$ cat config.mk
export PLATFORM = sky130hd
export DESIGN_NAME = comp_matrix_loader
export DESIGN_NICKNAME = d
export VERILOG_FILES = /design/src/rtl/comp_matrix_loader.sv
export SDC_FILE = /design/constraint.sdc
export NUM_CORES = 1
export LEC_CHECK = 0
export CAP_MARGIN = 30
export CORE_ASPECT_RATIO = 2
export CORE_MARGIN = 2
export CORE_UTILIZATION = 51
export CTS_BUF_LIST = sky130_fd_sc_hd__clkbuf_4 sky130_fd_sc_hd__clkbuf_8
export DETAILED_ROUTE_END_ITERATION = 8
export GPL_TIMING_DRIVEN = 0
export HOLD_SLACK_MARGIN = 0.08
export PLACE_DENSITY = 0.78
export SLEW_MARGIN = 40
export SYNTH_ARGS = -nofsm -noshare
export SYNTH_HDL_FRONTEND = slang
export SYNTH_SLANG_ARGS = --single-unit
$ cat constraint.sdc
create_clock -name clk -period 2.7 [get_ports clk]
set_clock_uncertainty 0.05 [all_clocks]
set_input_delay 0.405 -clock clk [delete_from_list [all_inputs] [get_ports clk]]
set_output_delay 0.405 -clock clk [all_outputs]
set_load 0.005 [all_outputs]
$ cat src/rtl/comp_matrix_loader.sv
// comp_matrix_loader
// Collects a serial stream of Q16.16 colour-correction coefficients into a
// shadow register. The complete matrix is copied to comp_matrix in a single
// clock edge, and only when image_processor is idle. A pixel therefore never
// sees a partially updated matrix.
module comp_matrix_loader #(
    parameter int COEF_W = 32,
    parameter int N_COEF = 9,
    parameter int CNT_W  = 4
) (
    input  logic                     clk,
    input  logic                     rst_n,
    input  logic [COEF_W-1:0]        coef_data,
    input  logic                     coef_valid,
    input  logic                     coef_last,
    output logic                     coef_ready,
    input  logic                     proc_busy,
    output logic [N_COEF*COEF_W-1:0] comp_matrix,
    output logic                     matrix_valid,
    output logic                     commit_pulse,
    output logic                     frame_error,
    output logic [CNT_W-1:0]         load_count
);

    // Side length of the square matrix. The words are stored row-major.
    localparam int DIM = 3;

    localparam logic [CNT_W-1:0] LAST_IDX = CNT_W'(N_COEF - 1);
    localparam logic [CNT_W-1:0] FULL_CNT = CNT_W'(N_COEF);

    // Q16.16 identity matrix: 1.0 on the diagonal, 0 everywhere else.
    function automatic logic [N_COEF*COEF_W-1:0] identity_matrix();
        logic [N_COEF*COEF_W-1:0] m;
        m = '0;
        for (int k = 0; k < N_COEF; k++) begin
            if ((k / DIM) == (k % DIM)) begin
                m[k*COEF_W +: COEF_W] = COEF_W'(32'h0001_0000);
            end
        end
        return m;
    endfunction

    localparam logic [N_COEF*COEF_W-1:0] IDENTITY = identity_matrix();

    typedef enum logic {
        S_LOAD,
        S_PENDING
    } state_t;

    state_t            state;
    logic [COEF_W-1:0] shadow [N_COEF];

    // The loader accepts words in every cycle except while it waits to commit.
    assign coef_ready = (state == S_LOAD);

    // Load/commit FSM. All outputs are registered inside this block.
    // NOTE: every register in this block uses non-blocking assignments. Each
    // right-hand side therefore sees the value from before the edge, even
    // when another statement in the block updates the same register.
    always_ff @(posedge clk or negedge rst_n) begin
        if (!rst_n) begin
            state        <= S_LOAD;
            load_count   <= '0;
            comp_matrix  <= IDENTITY;
            matrix_valid <= 1'b0;
            commit_pulse <= 1'b0;
            frame_error  <= 1'b0;
            // NOTE: the shadow array is reset on purpose. A reset must leave
            // no stale coefficients behind, so this small array is not left
            // uninitialised the way a large RAM would be.
            for (int k = 0; k < N_COEF; k++) begin
                shadow[k] <= '0;
            end
        end else begin
            commit_pulse <= 1'b0;
            frame_error  <= 1'b0;
            case (state)
                S_LOAD: begin
                    if (coef_valid) begin
                        if ((load_count == LAST_IDX) && coef_last) begin
                            shadow[load_count] <= coef_data;
                            load_count         <= FULL_CNT;
                            state              <= S_PENDING;
                        end else if ((load_count == LAST_IDX) || coef_last) begin
                            // The frame ended too early or ran too long.
                            // Drop the whole load and start again at word 0.
                            frame_error <= 1'b1;
                            load_count  <= '0;
                            for (int k = 0; k < N_COEF; k++) begin
                                shadow[k] <= '0;
                            end
                        end else begin
                            shadow[load_count] <= coef_data;
                            load_count         <= load_count + CNT_W'(1);
                        end
                    end
                end
                S_PENDING: begin
                    if (!proc_busy) begin
                        for (int k = 0; k < N_COEF; k++) begin
                            comp_matrix[k*COEF_W +: COEF_W] <= shadow[k];
                        end
                        matrix_valid <= 1'b1;
                        commit_pulse <= 1'b1;
                        load_count   <= '0;
                        state        <= S_LOAD;
                    end
                end
                default: state <= S_LOAD;
            endcase
        end
    end

endmodule

Yosys cells after proc, flatten, opt, wreduce, memory -nomap -nowiden
Cells that the tools add are included.
Word-level totals
  flip-flop bits (word level): 584
Cells by class
  order comparisons: 2
  bitwise operators: 3
  add/sub/neg operators: 1
  reduce and logical (&&, ||, !) cells: 6
  equal/unequal tests: 3
  muxes and demuxes: 20
Operators by type and width (number)
  288-bit 2-to-1 mux: 2
  288-bit bitwise mux: 1
  32-bit demux with 4-bit select: 1
  32-bit 2-to-1 mux: 1
  4-bit 2-to-1 mux: 4
  1-bit 2-to-1 mux: 9
  4-bit case mux with 2 select lines: 1
  2-bit AND reduction: 3
  5-bit >= comparator, second input constant: 1
  5-bit by 1-bit < comparator with 1-bit output, second input constant: 1
  4-bit inverter with 5-bit output: 1
  4-bit by 1-bit adder with 4-bit output, second input constant: 1
  4-bit equality test, second input constant: 1
  2-bit inequality test, second input constant: 2
  1-bit logical AND: 2
  1-bit inverter: 2
  1-bit case mux with 2 select lines: 1
  1-bit logical OR: 1

Logic depth before layout (Yosys ltp)
  word-level depth: 8
  gate-level depth with buffers: 11
  mapped depth without buffers: 8

Worst setup path after synthesis
Ideal clock, no wire load.
  kind: register -> register
  start point: register load_count[0]
  end point: register shadow[11] (netlist name)
  arrival time: 2388 ps
  clock period less this slack: 2568 ps
  cell stages (with the launch flop): 12
  data required time: 2520 ps
  setup slack: 132 ps
  library setup time: 130 ps
  cell sequence: dfrtp_1 inv_1 ha_1 nand3b_1 clkbuf_1 ha_1 or4b_1 buf_2 buf_6 buf_12 nand2_8 o21ai_1
Between the ends
  longest elaborated chain between the ends: 8
RTL lines
  start: declaration: line 22  | output logic [CNT_W-1:0] load_count
  start signal: assignment: line 94  | load_count <= load_count + CNT_W'(1);
  4-bit inverter with 5-bit output (not written as such): line 81, 93
  5-bit >= comparator (not written as such) / 5-bit by 1-bit < comparator with 1-bit output (equally long branches): line 81, 93
  1-bit logical AND (not written as such): line 81, 93
  32-bit 2-to-1 mux (not written as such): line 81, 93
  32-bit demux with 4-bit select: line 81, 93
  288-bit bitwise mux: line 81, 93
  288-bit 2-to-1 mux: line 84  | end else if ((load_count == LAST_IDX) || coef_last) begin
  288-bit 2-to-1 mux *: line 80  | if ((load_count == LAST_IDX) && coef_last) begin
  end signal: indexed assignment: line 81  | shadow[load_count] <= coef_data;
  end signal: indexed assignment: line 93  | shadow[load_count] <= coef_data;
  end: declaration: line 51  | logic [COEF_W-1:0] shadow [N_COEF];
Every way passes the cells marked *; elsewhere a longest branch is shown, timed or not.
A chain may end at the register's enable or synchronous reset.

Worst setup path after layout
  start point: register load_count[0]
  end point: register shadow[3] (netlist name)
The elaborated chain is that of the path after synthesis.

==> metrics.yaml <==
critical_path.n_buffers_inverters: 4
drc: 0
rsz0062_at_grt: "yes"
powerDensity_nw_per_um2: 632
slew_headroom: 0.408
critPathMaxFanout: 10
maxCapViolations: 0
gp_congestion: 0.910
dp.cells: 3140
drive_gt1_frac: 0.0995
core_um2: 45000
area_growth_pct: 27.1
p_sw_mw: 4.70
syn_area_um2: 23200
dieArea_um2: 47300
first_pass_iters: 5
wl_per_cell_um: 21.3
p_clk_frac: 0.390
clock-sinks: 584
final_cell_mix: "nand2_1 (1122), dfrtp_1 (580), clkdlybuf4s50_1 (331)"
initial_core_util: 0.515
avgSynthCellArea_um2: 10.4
numPortBuffers: 332
detailedPlace.worstSlack_ns: -0.722
total_leakage_power_nw: 16.1
initialDrtViolationCount: 1090
fin_util: 0.655
synthCells: 2240
synth_seq_area_share: 0.630
vdd_drop_max_uv: 352
crit_arrival_ns: 3.15
swShare: 0.253
syn_nets: 2285
status: "finished, final reports clean"
routed_via_density: 5.40
end_kind: "flop"
critPathKind: "reg2reg"
clk_pin_slew_ns: 0.07
seqPwrFrac: 0.514
fillCellCount: 3486
nets: 2716
path_cells: "inv_4, ha_4, nand3b_1, clkbuf_8, ha_1, or4b_1, buf_6, clkbuf_4, nand2_4, o21ai_0"
insertion_delay_ns: 0.65
startpoint_type: "flop"
cts_buffer_depth: 3
tightest_slew_ns: 0.888
final_common_cell: "nand2_1"
hold_viol_final: 0
die_y_um: 306
grt_pass1_vias: 18800
cts_buffers: 79
cts_tree: "built"
hpwl_um: 50300
h-tree-depth: 3
p_int_mw: 13.9
drt_wl_total_um: 70100
fmax_mhz: 372
p_comb_frac: 0.096
cp_slowest_cell: "or4b_1"
io_pins: 333
hold_ws_ns: 0.151
holdCritPathClass: "in2async"
root_buffer: "clkbuf_8"
ys_seq_elements: 584
fp-row-count: 110
finalMaxSlewViolations: 0
setup_violations: 0
grt_antenna_before_repair: 2
vias: 17800
dieWidth_um: 155
fin_crit_sh: 0.994
grt_usage: 0.300
grt_pass1_wl_um: 108000
grt_remaining_overflow: 0
period_needed_ns: 2.69
drtAntennaViolNets: 0
critPathRequiredTime_ns: 3.17
netlist-cell-type-count: 35
ys_warn_count: 0
worst_slack_ns: 0.0150
finalNonFillerCells: 3296
cpLargestDelayFamily: "simple AND/OR/NAND/NOR gates"
cpPeakStageDelay_ns: 0.49
grt_max_degree: 83
-- power by group through the flow --
stage                     Combinational, mW  Sequential [mW]  Clock [mW]
after CTS                              1.80             9.56        7.36
after floorplan                       0.791             9.64           0
after detailed placement               1.72             9.72           0
final                                  1.79             9.57        7.26
after global placement                 1.61             9.73           0
after global routing                   1.94             9.61        7.74
-- what timing repair did --
item / CTS / global route
cloned: 5 / 0
pin swaps: 5 / 4
hold endpoints to repair: 179 / 0
setup buffers: 4 / 0
endpoints found under the setup margin: 289 / 266
hold buffers: 1 / 0
resized for setup: 44 / 42
-- state kept, by name, summed over array words and instances (netlist names) --
register / cells
commit_pulse: 1
comp_matrix: 288
frame_error: 1
load_count: 4
matrix_valid: 1
shadow: 288
state: 1
-- metrics by stage --
stage	total power [mW]	area, µm²	TNS, ns
2_1_floorplan	10.4	23200	0
3_3_place_gp	11.3	27200	-
3_5_place_dp	11.4	27400	-163.21
4_1_cts	18.7	29400	0
5_1_grt	19.3	29500	-0.482
6_report	18.6	29500	0
-- metal layers --
metal	track usage	part of all wire
met5	0	0
met4	0.156	0.050
met3	0.0482	0.057
met2	0.528	0.52
met1	0.353	0.37
-- layout make-up --
type | count | area [µm²] | area share
inverters | 8 | 32.5 | 0.00110
clock buffers | 123 | 1570 | 0.0532
clock inverters | 21 | 166 | 0.00564
repair buffers | 346 | 3620 | 0.123
well taps | 560 | 701 | 0.0238
flip-flops and latches | 584 | 14600 | 0.496
diodes | 2 | 5.00 | 0.000170
plain buffers | 136 | 681 | 0.0231
multi-input cells | 1516 | 8090 | 0.275
-- worst paths after layout --
kind                                    start               end  slack (ns)  depth (start not counted)
worst max-delay path            load_count[0]         shadow[3]        0.01                         10
worst min-delay path                    rst_n   comp_matrix[62]        0.15                          2
worst max register to register  load_count[0]         shadow[3]        0.01                         10
worst min register to register    shadow[223]   comp_matrix[95]        0.39                          2
max in group asynchronous               rst_n  comp_matrix[144]        0.62                          6
min in group clk                    proc_busy             state        0.37                          2
-- synthesized netlist by cell type, drive strengths merged --
cell,count,share of area
nand2,1154,0.20
dfrtp,581,0.63
mux2i,257,0.11
clkbuf,85,0.014
buf,51,0.013
o21ai,33,0.0071
o211ai,32,0.010
ha,8,0.0043
inv,8,0.0013
nand3,7,0.0015
dfstp,3,0.0034
nand2b,3,0.00081
nand3b,2,0.00065
nor2b,2,0.00054
a21oi,1,0.00022
a22o,1,0.00038
a22oi,1,0.00032
a2bb2oi,1,0.00038
a31oi,1,0.00027
a32o,1,0.00043
and2,1,0.00027
and3,1,0.00027
nand4b,1,0.00038
nor2,1,0.00016
nor4b,1,0.00065
nor4bb,1,0.00043
o22ai,1,0.00027
or4b,1,0.00043
-- cell families after synthesis --
logic type | synth area share
flip-flops | 0.630
adder cells (fa/ha/maj) | 0.00432
AO/OA/AOI/OAI | 0.0197
buffers and inverters | 0.0277
multiplexers | 0.111
AND/OR/NAND/NOR | 0.207
Note: power is estimated with default switching activity, not from simulation.
